`config.mk`:
```
export PLATFORM = sky130hd
export DESIGN_NAME = seg7_scan_ctrl
export DESIGN_NICKNAME = d
export VERILOG_FILES = /design/src/rtl/seg7_scan_ctrl.sv
export SDC_FILE = /design/constraint.sdc
export NUM_CORES = 1
export LEC_CHECK = 0
export ABC_CLOCK_PERIOD_IN_PS = 3000
export CAP_MARGIN = 30
export CORE_UTILIZATION = 33
export DETAILED_ROUTE_END_ITERATION = 8
export PLACE_DENSITY = 0.51
export SYNTH_ARGS = -nofsm -noshare
export SYNTH_HDL_FRONTEND = slang
export SYNTH_SLANG_ARGS = --single-unit
```
`constraint.sdc`:
```
create_clock -name clk -period 3 [get_ports clk]
set_clock_uncertainty 0.05 [all_clocks]
set_input_delay 0.45 -clock clk [delete_from_list [all_inputs] [get_ports clk]]
set_output_delay 0.45 -clock clk [all_outputs]
set_load 0.1 [all_outputs]
```
`src/rtl/seg7_scan_ctrl.sv`:
```
// Time-multiplexed seven-segment scanner with frame snapshot, dead time,
// per-digit blank/blink, leading-zero suppression and selectable polarity.
module seg7_scan_ctrl #(
  parameter int unsigned DIGITS          = 4,
  parameter int unsigned SCAN_DIV        = 50000,
  parameter int unsigned BLANK_CYC       = 16,
  parameter int unsigned BLINK_FRAMES    = 64,
  parameter bit          SEG_ACTIVE_HIGH = 1'b1,
  parameter bit          DIG_ACTIVE_HIGH = 1'b1
) (
  input  logic                  clk,
  input  logic                  rst,
  input  logic [4*DIGITS-1:0]   value,
  input  logic [DIGITS-1:0]     dp_in,
  input  logic [DIGITS-1:0]     blank_mask,
  input  logic [DIGITS-1:0]     blink_mask,
  input  logic                  lz_en,
  output logic [DIGITS-1:0]     dig,
  output logic [6:0]            seg,
  output logic                  dp,
  output logic                  frame_start
);

  localparam int unsigned CntW = (SCAN_DIV > 1) ? $clog2(SCAN_DIV) : 1;
  localparam int unsigned IdxW = (DIGITS > 1) ? $clog2(DIGITS) : 1;
  localparam int unsigned FrmW = (BLINK_FRAMES > 1) ? $clog2(BLINK_FRAMES) : 1;

  localparam logic [CntW-1:0]   CntMax   = CntW'(SCAN_DIV - 1);
  localparam logic [IdxW-1:0]   IdxMax   = IdxW'(DIGITS - 1);
  localparam logic [FrmW-1:0]   FrmMax   = FrmW'(BLINK_FRAMES - 1);
  localparam logic [CntW-1:0]   BlankCnt = CntW'(BLANK_CYC);

  // Inactive output levels; XOR with these applies the selected polarity.
  localparam logic [DIGITS-1:0] DigOff = DIG_ACTIVE_HIGH ? '0 : '1;
  localparam logic [6:0]        SegOff = SEG_ACTIVE_HIGH ? 7'h00 : 7'h7f;
  localparam logic              DpOff  = ~SEG_ACTIVE_HIGH;

  // Hex to a..g (bit6 = a), active-high.
  function automatic logic [6:0] decode(input logic [3:0] nib);
    logic [6:0] code;
    case (nib)
      4'h0:    code = 7'h7e;
      4'h1:    code = 7'h30;
      4'h2:    code = 7'h6d;
      4'h3:    code = 7'h79;
      4'h4:    code = 7'h33;
      4'h5:    code = 7'h5b;
      4'h6:    code = 7'h5f;
      4'h7:    code = 7'h70;
      4'h8:    code = 7'h7f;
      4'h9:    code = 7'h7b;
      4'ha:    code = 7'h77;
      4'hb:    code = 7'h1f;
      4'hc:    code = 7'h4e;
      4'hd:    code = 7'h3d;
      4'he:    code = 7'h4f;
      default: code = 7'h47;
    endcase
    return code;
  endfunction

  logic [CntW-1:0]     cnt_q, cnt_d;
  logic [IdxW-1:0]     idx_q, idx_d;
  logic [FrmW-1:0]     frm_q, frm_d;
  logic                blink_q, blink_d;
  logic                snap;

  logic [4*DIGITS-1:0] val_s;
  logic [DIGITS-1:0]   dp_s, blank_s, blink_s;
  logic                lz_s;

  logic [DIGITS-1:0]   lz_sup;
  logic [DIGITS-1:0]   dig_d;
  logic [6:0]          seg_d;
  logic                dp_d;

  // Slot/digit counters, snapshot strobe and blink timebase.
  always_comb begin
    logic wrap;
    logic last_digit;
    wrap       = (cnt_q == CntMax);
    last_digit = (idx_q == IdxMax);
    snap       = wrap & last_digit;
    cnt_d      = wrap ? '0 : cnt_q + 1'b1;
    idx_d      = idx_q;
    if (wrap) begin
      idx_d = last_digit ? '0 : idx_q + 1'b1;
    end
    frm_d   = frm_q;
    blink_d = blink_q;
    if (snap) begin
      if (frm_q == FrmMax) begin
        frm_d   = '0;
        blink_d = ~blink_q;
      end else begin
        frm_d = frm_q + 1'b1;
      end
    end
  end

  // Counter and blink state registers.
  always_ff @(posedge clk or negedge rst) begin
    if (!rst) begin
      cnt_q   <= '0;
      idx_q   <= '0;
      frm_q   <= '0;
      blink_q <= 1'b0;
    end else begin
      cnt_q   <= cnt_d;
      idx_q   <= idx_d;
      frm_q   <= frm_d;
      blink_q <= blink_d;
    end
  end

  // Shadow copy of the inputs, taken once per frame so a frame never tears.
  always_ff @(posedge clk or negedge rst) begin
    if (!rst) begin
      val_s   <= '0;
      dp_s    <= '0;
      blank_s <= '0;
      blink_s <= '0;
      lz_s    <= 1'b0;
    end else if (snap) begin
      val_s   <= value;
      dp_s    <= dp_in;
      blank_s <= blank_mask;
      blink_s <= blink_mask;
      lz_s    <= lz_en;
    end
  end

  // Leading-zero suppression: walk down from the top digit while all nibbles are zero.
  always_comb begin
    logic zero_above;
    zero_above = 1'b1;
    lz_sup     = '0;
    for (int i = int'(DIGITS) - 1; i >= 0; i--) begin
      zero_above = zero_above & (val_s[4*i +: 4] == 4'h0);
      lz_sup[i]  = lz_s & zero_above & (i != 0);
    end
  end

  // Next output values for the current slot, with dead time and dark handling.
  always_comb begin
    logic [3:0]        nib;
    logic              cur_dark;
    logic              cur_dp;
    logic              lit;
    logic [DIGITS-1:0] onehot;
    nib      = 4'h0;
    cur_dark = 1'b1;
    cur_dp   = 1'b0;
    onehot   = '0;
    for (int i = 0; i < int'(DIGITS); i++) begin
      if (idx_q == IdxW'(i)) begin
        nib       = val_s[4*i +: 4];
        cur_dark  = blank_s[i] | (blink_s[i] & blink_q) | lz_sup[i];
        cur_dp    = dp_s[i];
        onehot[i] = 1'b1;
      end
    end
    lit   = (cnt_q >= BlankCnt) & ~cur_dark;
    dig_d = lit ? (onehot ^ DigOff) : DigOff;
    seg_d = lit ? (decode(nib) ^ SegOff) : SegOff;
    dp_d  = lit ? (cur_dp ^ DpOff) : DpOff;
  end

  // Registered outputs; reset drives the inactive levels asynchronously.
  always_ff @(posedge clk or negedge rst) begin
    if (!rst) begin
      dig         <= DigOff;
      seg         <= SegOff;
      dp          <= DpOff;
      frame_start <= 1'b0;
    end else begin
      dig         <= dig_d;
      seg         <= seg_d;
      dp          <= dp_d;
      frame_start <= snap;
    end
  end

endmodule

```
* Word level (Yosys, flattened, before mapping) *
Memories as Yosys holds them, arrays and structs flattened.
Index checks and enable logic that the tools add are counted.

word-level totals
  bits in registers = 67
  memory bits (read-only) = 112
  input port bits = 31
  output and inout port bits = 13
  logic and storage cells = 70
  memories kept = 1

memories
  memory            depth  width  read ports  clocked after Yosys merged registers in  write ports  line  text
  (name not given)  16     7      1           0                                        0            41    case (nib)

operators by class
  $add $sub $neg = 3
  order comparisons = 1
  equal/unequal tests = 5
  muxes and demuxes = 22
  bitwise operators = 20
  reduce and logical (&&, ||, !) cells = 5

operators with widths
  kind                                                                                  number
  4-bit two-way mux                                                                     5
  16-bit by 1-bit adder with 16-bit output, second input constant                       1
  16-bit == test, second input constant                                                 1
  16-bit by 5-bit greater-or-equal comparator with 1-bit output, second input constant  1
  16-bit two-way mux                                                                    1
  1-bit two-way mux                                                                     13
  4-bit logical NOT                                                                     3
  1-bit bitwise AND                                                                     11
  7-bit two-way mux                                                                     1
  1-bit OR                                                                              7
  6-bit by 1-bit adder with 6-bit output, second input constant                         1
  6-bit == test, second input constant                                                  1
  6-bit two-way mux                                                                     1
  2-bit == test, second input constant                                                  2
  2-bit by 1-bit adder with 2-bit output, second input constant                         1
  2-bit by 1-bit == test with 1-bit output, second input constant                       1
  2-bit logical NOT                                                                     1
  2-bit two-way mux                                                                     1
  1-bit inverter                                                                        2
  2-bit AND reduction                                                                   1

* Logic depth before layout (Yosys ltp) *
Gate-level depths: netlist of the first run.

  depth after elaboration = 11
  gate-level depth with buffers = 11
  gate-level depth less buffers = 10

* Worst setup path before layout of the first run *
OpenSTA, ideal clock, no wires.

  path type = flip-flop to flip-flop
  from = register idx_q[0]
  to = register seg[6]
  setup time = 0.077 ns
  data arrival time = 2.087 ns
  data required time = 2.873 ns
  path slack = 0.785 ns
  stages on the path, launching flop included = 8
  path buffers = 0
  period minus slack after synthesis = 2.215 ns
  cells stage by stage = dfrtp_1 ha_1 nand2b_1 o211ai_1 inv_1 ha_1 or3_1 a21oi_1

between the ends
  longest elaborated chain between the ends = 8
  elaborated cells on any way between the ends = 16
  classes of those cells = 3 x eq/ne; 9 x mux; 2 x bitwise; 1 x reduce/logical; 1 x memory

RTL lines
  item                                                       line  text
  from (decl)                                                63    logic [IdxW-1:0] idx_q, idx_d;
  from (signal assigned)                                     110   idx_q <= idx_d;
  branches (longest 7 deep; another with memory 16 x 7 bit)  n/a
  7-bit two-way mux *                                        165   seg_d = lit ? (decode(nib) ^ SegOff) : SegOff;
  via seg_d[6]                                               74    logic [6:0] seg_d;
  to (signal assigned)                                       173   seg <= SegOff;
  to (signal assigned)                                       178   seg <= seg_d;
  to (decl)                                                  19    output logic [6:0] seg,

Mark *: on every way through the listed nets, which the timed path passes.
A chain may end at the register's enable or synchronous reset.

* Worst setup path in the final report of the first run *
Same ends and word-level chain as after synthesis.

==> results.json, run 1 <==
{
  "netlist_instances": 284,
  "synth-async-reset-ratio": 1.00,
  "synth-xor-area-share": 0.0435,
  "grt_pass1_vias": 2293,
  "grt_overflow": 0,
  "cts_buffers": 9,
  "yosys.area_share.simple": 0.154,
  "antenna_cells": 0,
  "endpoint_kind": "register",
  "dp.final_hpwl_mm": 4.92,
  "grt_first_pass_wirelength_mm": 11.2,
  "synth_compound_gate_area_share": 0.0905,
  "synth_area_sq_mm": 0.00322,
  "cts_buffer_depth": 2,
  "fp.dieArea_sq_mm": 0.0102,
  "p_leak_nw": 1.77,
  "syn-num-nets": 328,
  "path_class": "reg -> reg",
  "antenna_found_initial": 0,
  "via_per_inst": 4.90,
  "synth_top_family_by_area": "simple AND/OR/NAND/NOR gates",
  "cp.arrival_ns": 2.73,
  "holdBufCountCts": 0,
  "synth_edf_count": 0,
  "drive_gt1_frac": 0.115,
  "placed_cells": 453,
  "syn_avg_cell_area_sq_um": 11.3,
  "worst_path_largest_cell_delay_ns": 0.40,
  "grt_usage": 0.146,
  "path_buf_inv": 2,
  "min_period_ns": 2.51,
  "yosysUniqueCellTypes": 44,
  "p_total_mw": 2.06,
  "drt_wl_total_mm": 6.67,
  "powerDensity_mw_per_mm2": 513,
  "cp_num_cells": 9,
  "core_area_sq_mm": 0.00937,
  "clkSlewWorstSetupHoldPaths_ns": 0.08,
  "ios": 44,
  "drv_cap": 0,
  "ys_ff_latch": 67,
  "drt-wirelength-per-cell_microns": 14.2,
  "fin_cells": 469,
  "first_iter_violations": 52,
  "clock_sinks": 67,
  "r2r_cells": 9,
  "fmax_mhz": 399,
  "finalMaxSlewViolations": 0,
  "crit_family": "simple AND/OR/NAND/NOR gates",
  "worstMarginPinSlew_ns": 0.579,
  "cp_slowest_cell": "dfrtp_1",
  "hold_class": "in -> async",
  "yosysWarnings": 0,
  "outcome": "finished, final reports clean",
  "rows": 35,
  "hold_violations": 0,
  "start_util": 0.344,
  "fin_tns_setup_ns": 0,
  "nets": 379,
  "cp-start-kind": "register",
  "yosysSeqAreaShare": 0.520,
  "cts_resized": 0,
  "fp.dieW_microns": 101,
  "slew_headroom": 0.614,
  "rsz0062_at_grt": "false",
  "vias": 2298,
  "io_buffers": 43,
  "peakVddDrop_uv": 250,
  "synth_ff_type": "dfrtp_1",
  "synthMuxAreaShare": 0.111,
  "cts_tree": "done",
  "postCtsSetupBuffers": 0,
  "die_y_microns": 101,
  "cp.required_ns": 3.22,
  "remaining_drc_errors": 0,
  "rrSetupSlack_ns": 0.49,
  "htreeDepth": 3,
  "holdWs_ns": 0.0501,
  "synth_fa_ha_area_frac": 0.0505,
  "cts-root-buf": "clkbuf_8",
  "worstPathMaxFanout": 7,
  "cp_cell_sequence": "inv_1 > ha_1 > nor2_1 > o211ai_1 > o211ai_1 > inv_1 > ha_1 > or3_1 > a21oi_1",
  "area_delta_synth_final_pct": 24.4,
  "drt-pass1-iter-count": 4,
  "grt_max_degree": 32,
  "ant_nets": 0,
  "post-route-period-util": 0.836,
  "place_congestion": 0.819,
  "clk_latency_ns": 0.35,
  "setup_viol": 0
}
## routing by layer
layer | part of all wire | global-route usage | up-vias
met5 | 0 | 0 | -
met4 | 0.018 | 0.0669 | 0
met3 | 0.042 | 0.0319 | 13
met2 | 0.48 | 0.233 | 46
met1 | 0.46 | 0.189 | 1114
li1 | - | - | 1125
## through the flow
step / setup slack (ns) / instance area [sq um] / utilization
after floorplan: 0.785 / 3220 / -
after global placement: 0.578 / 3770 / 0.402
after detailed placement: 0.480 / 3770 / 0.402
after CTS: 0.473 / 4010 / 0.428
after global routing: 0.171 / 4010 / 0.428
final: 0.492 / 4010 / 0.428
## cells in the mapped netlist (3+ instances only)
cell      count  area [sq um]
dfrtp_1      67          1680
mux2_1       30           338
nor2_1       20          75.1
nand2_1      16          60.1
nand3_1      14          70.1
ha_1         13           163
inv_1        12          45.0
xor2_1       11          96.3
a211oi_1      7          52.6
a21oi_1       7          35.0
nor3_1        7          35.0
nand4_1       5          31.3
o21ai_1       5          25.0
xnor2_1       5          43.8
a311oi_1      4          35.0
and3_1        4          25.0
clkbuf_1      4          15.0
nand2b_1      4          25.0
nor2b_1       4          25.0
nor4_1        4          25.0
o21ai_0       4          20.0
buf_2         3          15.0
o211ai_1      3          22.5
or4_1         3          22.5
## final cells by class
type	instances	area, sq um
Clock inverter	6	111
Inverter	12	45.0
Fill cell	943	5360
Tap cell	129	161
Timing Repair Buffer	49	438
Multi-Input combinational cell	196	1450
Sequential cell	67	1680
Clock buffer	10	128
## sequential cells by signal (all words and copies together) (netlist names)
name,cells
dig,4
frm_q,6
blank_s,4
val_s,16
cnt_q,16
frame_start,1
dp,1
blink_s,4
idx_q,2
seg,7
lz_s,1
dp_s,4
blink_q,1
## cells in the final DEF (no fill, tap or decap), drive strengths merged, types with 5 or more instances in the layout
cell,synthesis,routed
mux2,30,30
xnor2,5,5
clkbuf,4,10
ha,13,13
clkdlybuf4s50,0,29
dfrtp,67,67
nor2,20,20
nand2,16,16
o21ai,9,9
nor3,7,7
a21oi,7,7
nor4,5,5
nand4,5,5
xor2,11,11
a211oi,7,7
nand3,15,15
inv,12,13
buf,5,20
## worst reg2reg max path, cell delays in order, from the launching register on
cell and delay (ns):
dfrtp_1 0.40, inv_1 0.09, ha_1 0.29, nor2_1 0.25, o211ai_1 0.14, o211ai_1 0.27
inv_1 0.17, ha_1 0.27, or3_1 0.37, a21oi_1 0.14
## logic make-up (layout without fill, tap and decap cells)
| group | after synthesis | count (layout) |
|---|---|---|
| AND/OR/NAND/NOR | 93 | 93 |
| flip-flops | 67 | 67 |
| AO/OA/AOI/OAI | 42 | 42 |
| multiplexers | 32 | 32 |
| buffers and inverters | 21 | 77 |
| XOR/XNOR | 16 | 16 |
| adder cells (fa/ha/maj) | 13 | 13 |
## worst paths after layout
check / startpoint / end
setup / recovery: idx_q[0]$_DFFE_PN0N_ / seg[6]$_DFF_PN0_
hold / removal: rst / frm_q[5]$_DFFE_PN0P_
setup reg to reg: idx_q[0]$_DFFE_PN0N_ / seg[6]$_DFF_PN0_
hold reg to reg: frm_q[5]$_DFFE_PN0P_ / frm_q[5]$_DFFE_PN0P_
max in group asynchronous: rst / val_s[12]$_DFFE_PN0P_
min in group clk: frm_q[5]$_DFFE_PN0P_ / frm_q[5]$_DFFE_PN0P_
## report_power, final
part | switching, mW | total (mW) | internal [mW]
combinational | 0.122 | 0.198 | 0.0752
clock | 0.357 | 0.911 | 0.554
sequential | 0.0169 | 0.948 | 0.931
total | 0.497 | 2.06 | 1.56
Power figures use the tool's default switching activity.
==> run 2: changes to the inputs <==
ABC_CLOCK_PERIOD_IN_PS = 2200   (was 3000)
PLACE_DENSITY = 0.53   (was 0.51)
clock period = 2.2 ns   (was 3 ns; I/O delays follow)
==> run 2 against run 1 <==
Maximum frequency rose by 17%. Power rose by 26%. Setup slack got worse by 0.43 ns. Die area did not move. Hold slack improved by 0.23 ns. Final cell count rose by 5.3%. Combinational power rose by 51%. Design area rose by 7.5%. Sequential share of layout area fell by 2.9 points. Via count rose by 1.7%. Utilization rose by 3.2 points. First-iteration DRC count rose by 63%. Critical endpoint unchanged. Largest power group unchanged.
==> results.json, run 2 (synthesized netlist as in run 1, its figures left out) <==
{
  "outcome": "finished, final reports clean",
  "drt-wirelength-per-cell_microns": 13.9,
  "fp.dieArea_sq_mm": 0.0102,
  "place_congestion": 0.783,
  "p_leak_nw": 1.88,
  "grt_max_degree": 41,
  "path_class": "reg -> reg",
  "r2r_cells": 8,
  "cts_tree": "done",
  "worst_path_largest_cell_delay_ns": 0.46,
  "cts_buffer_depth": 2,
  "cp.arrival_ns": 2.36,
  "endpoint_kind": "register",
  "clkSlewWorstSetupHoldPaths_ns": 0.07,
  "fin_ws_ns": 0.0648,
  "pre_cts_slack_ns": -0.0142,
  "regArea_sq_mm": 0.00168,
  "r2r_end": "seg[6]$_DFF_PN0_",
  "ios": 44,
  "cp.required_ns": 2.42,
  "final_common_cell": "dfrtp_1",
  "path_buf_inv": 2,
  "antenna_found_initial": 0,
  "drt_wl_total_mm": 6.87,
  "drive_gt1_frac": 0.241,
  "remaining_drc_errors": 0,
  "core_area_sq_mm": 0.00937,
  "clock_sinks": 67,
  "grt_first_pass_wirelength_mm": 11.3,
  "ant_nets": 0,
  "fin_area_sq_mm": 0.00431,
  "finalMaxSlewViolations": 0,
  "powerDensity_mw_per_mm2": 600,
  "placed_area_sq_mm": 0.00392,
  "via_per_inst": 4.73,
  "nets": 404,
  "drt-pass1-iter-count": 4,
  "cts_buffers": 9,
  "worstPathMaxFanout": 11,
  "fillers": 905,
  "rows": 35,
  "fp.dieW_microns": 101,
  "hold_class": "in -> async",
  "min_period_ns": 2.14,
  "slew_headroom": 0.721,
  "crit_family": "compound AO/OA/AOI/OAI gates",
  "drv_cap": 0,
  "grt_pass1_vias": 2402,
  "placed_cells": 468,
  "top_regs": "cnt_q x16, val_s x16, seg x7",
  "setup_viol": 0,
  "vias": 2336,
  "cp_cell_sequence": "buf_4 > ha_4 > o211ai_1 > o211a_1 > inv_1 > ha_2 > or3_1 > a21oi_2",
  "first_iter_violations": 85,
  "hold_violations": 0,
  "worstMarginPinSlew_ns": 0.415,
  "cts-root-buf": "clkbuf_8",
  "reg2reg_from": "idx_q[0]$_DFFE_PN0N_",
  "htreeDepth": 3,
  "area_delta_synth_final_pct": 33.7,
  "dp.final_hpwl_mm": 4.91,
  "clk_latency_ns": 0.34,
  "start_util": 0.344,
  "rrSetupSlack_ns": 0.06,
  "fin_cells": 494,
  "grt_usage": 0.144,
  "multi_input_area_sq_mm": 0.00158,
  "final_cell_mix": "dfrtp_1 (65), buf_4 (41), mux2_1 (30), clkdlybuf4s50_1 (29), nor2_1 (17)",
  "rsz0062_at_grt": "true",
  "die_y_microns": 101,
  "cp-start-kind": "register",
  "cp_slowest_cell": "dfrtp_2",
  "fin_tns_setup_ns": 0,
  "antenna_cells": 0,
  "fmax_mhz": 468,
  "grt_overflow": 0,
  "peakVddDrop_uv": 334,
  "io_buffers": 43,
  "post-route-period-util": 0.971
}
==> run 2: changes by cell type in the layout (fill, tap and decap cells not counted), moves of 3 or more <==
cell | previous run | this run
buf_4 | 19 | 41
ha_4 | 0 | 5
ha_1 | 13 | 6
nor3_2 | 0 | 3
nor3_1 | 7 | 4
nor2_1 | 20 | 17
inv_1 | 12 | 9
==> run 2: metal layers <==
metal,GRT usage,share of wire,vias up
met1,0.181,0.46,1126
met3,0.0479,0.035,6
met5,0,0,-
met2,0.240,0.50,38
met4,0.0346,0.0076,0
li1,-,-,1166
==> run 2: area by class of cell <==
type | instances | share of cell area
flip-flops and latches | 67 | 0.390
inverters | 12 | 0.0110
well taps | 129 | 0.0375
multi-input cells | 196 | 0.366
clock buffers | 9 | 0.0287
repair buffers | 74 | 0.152
clock inverters | 7 | 0.0160
==> run 2: metrics by stage <==
| stage | total power, mW | hold WS (ns) | util |
|---|---|---|---|
| 6_report | 2.58 | 0.277 | 0.460 |
| 5_1_grt | 2.70 | 0.271 | 0.460 |
| 4_1_cts | 2.61 | 0.272 | 0.440 |
| 3_5_place_dp | 1.60 | 0.0865 | 0.418 |
| 3_3_place_gp | 1.60 | 0.0919 | 0.418 |
| 2_1_floorplan | 1.47 | -0.0156 | - |
==> run 2: how the worst max path moves through the flow <==
stage | startpoint | end | slack (ns) | cells after the start
final | idx_q[0]$_DFFE_PN0N_ | seg[6]$_DFF_PN0_ | 0.06 | 8
after global routing | idx_q[0]$_DFFE_PN0N_ | seg[1]$_DFF_PN0_ | -0.07 | 9
after CTS | idx_q[0]$_DFFE_PN0N_ | seg[3]$_DFF_PN0_ | 0.02 | 9
after detailed placement | idx_q[1]$_DFFE_PN0N_ | seg[6]$_DFF_PN0_ | -0.01 | 9
after global placement | idx_q[1]$_DFFE_PN0N_ | seg[6]$_DFF_PN0_ | 0.06 | 9
after floorplan | idx_q[0]$_DFFE_PN0N_ | seg[6]$_DFF_PN0_ | 0.03 | 8
==> run 2: power by group <==
group          switching, mW  leakage (nW)  internal (mW)
Combinational          0.176         0.950          0.124
Clock                  0.473        0.0950          0.518
Sequential            0.0231         0.837           1.27
==> run 2: repair_timing <==
item | CTS | global route
endpoints found under the hold margin | 50 | 0
pin swaps | 0 | 8
setup buffers | 0 | 9
gates resized for setup | 2 | 28
endpoints found under the setup margin | 3 | 8
hold buffers | 1 | 0
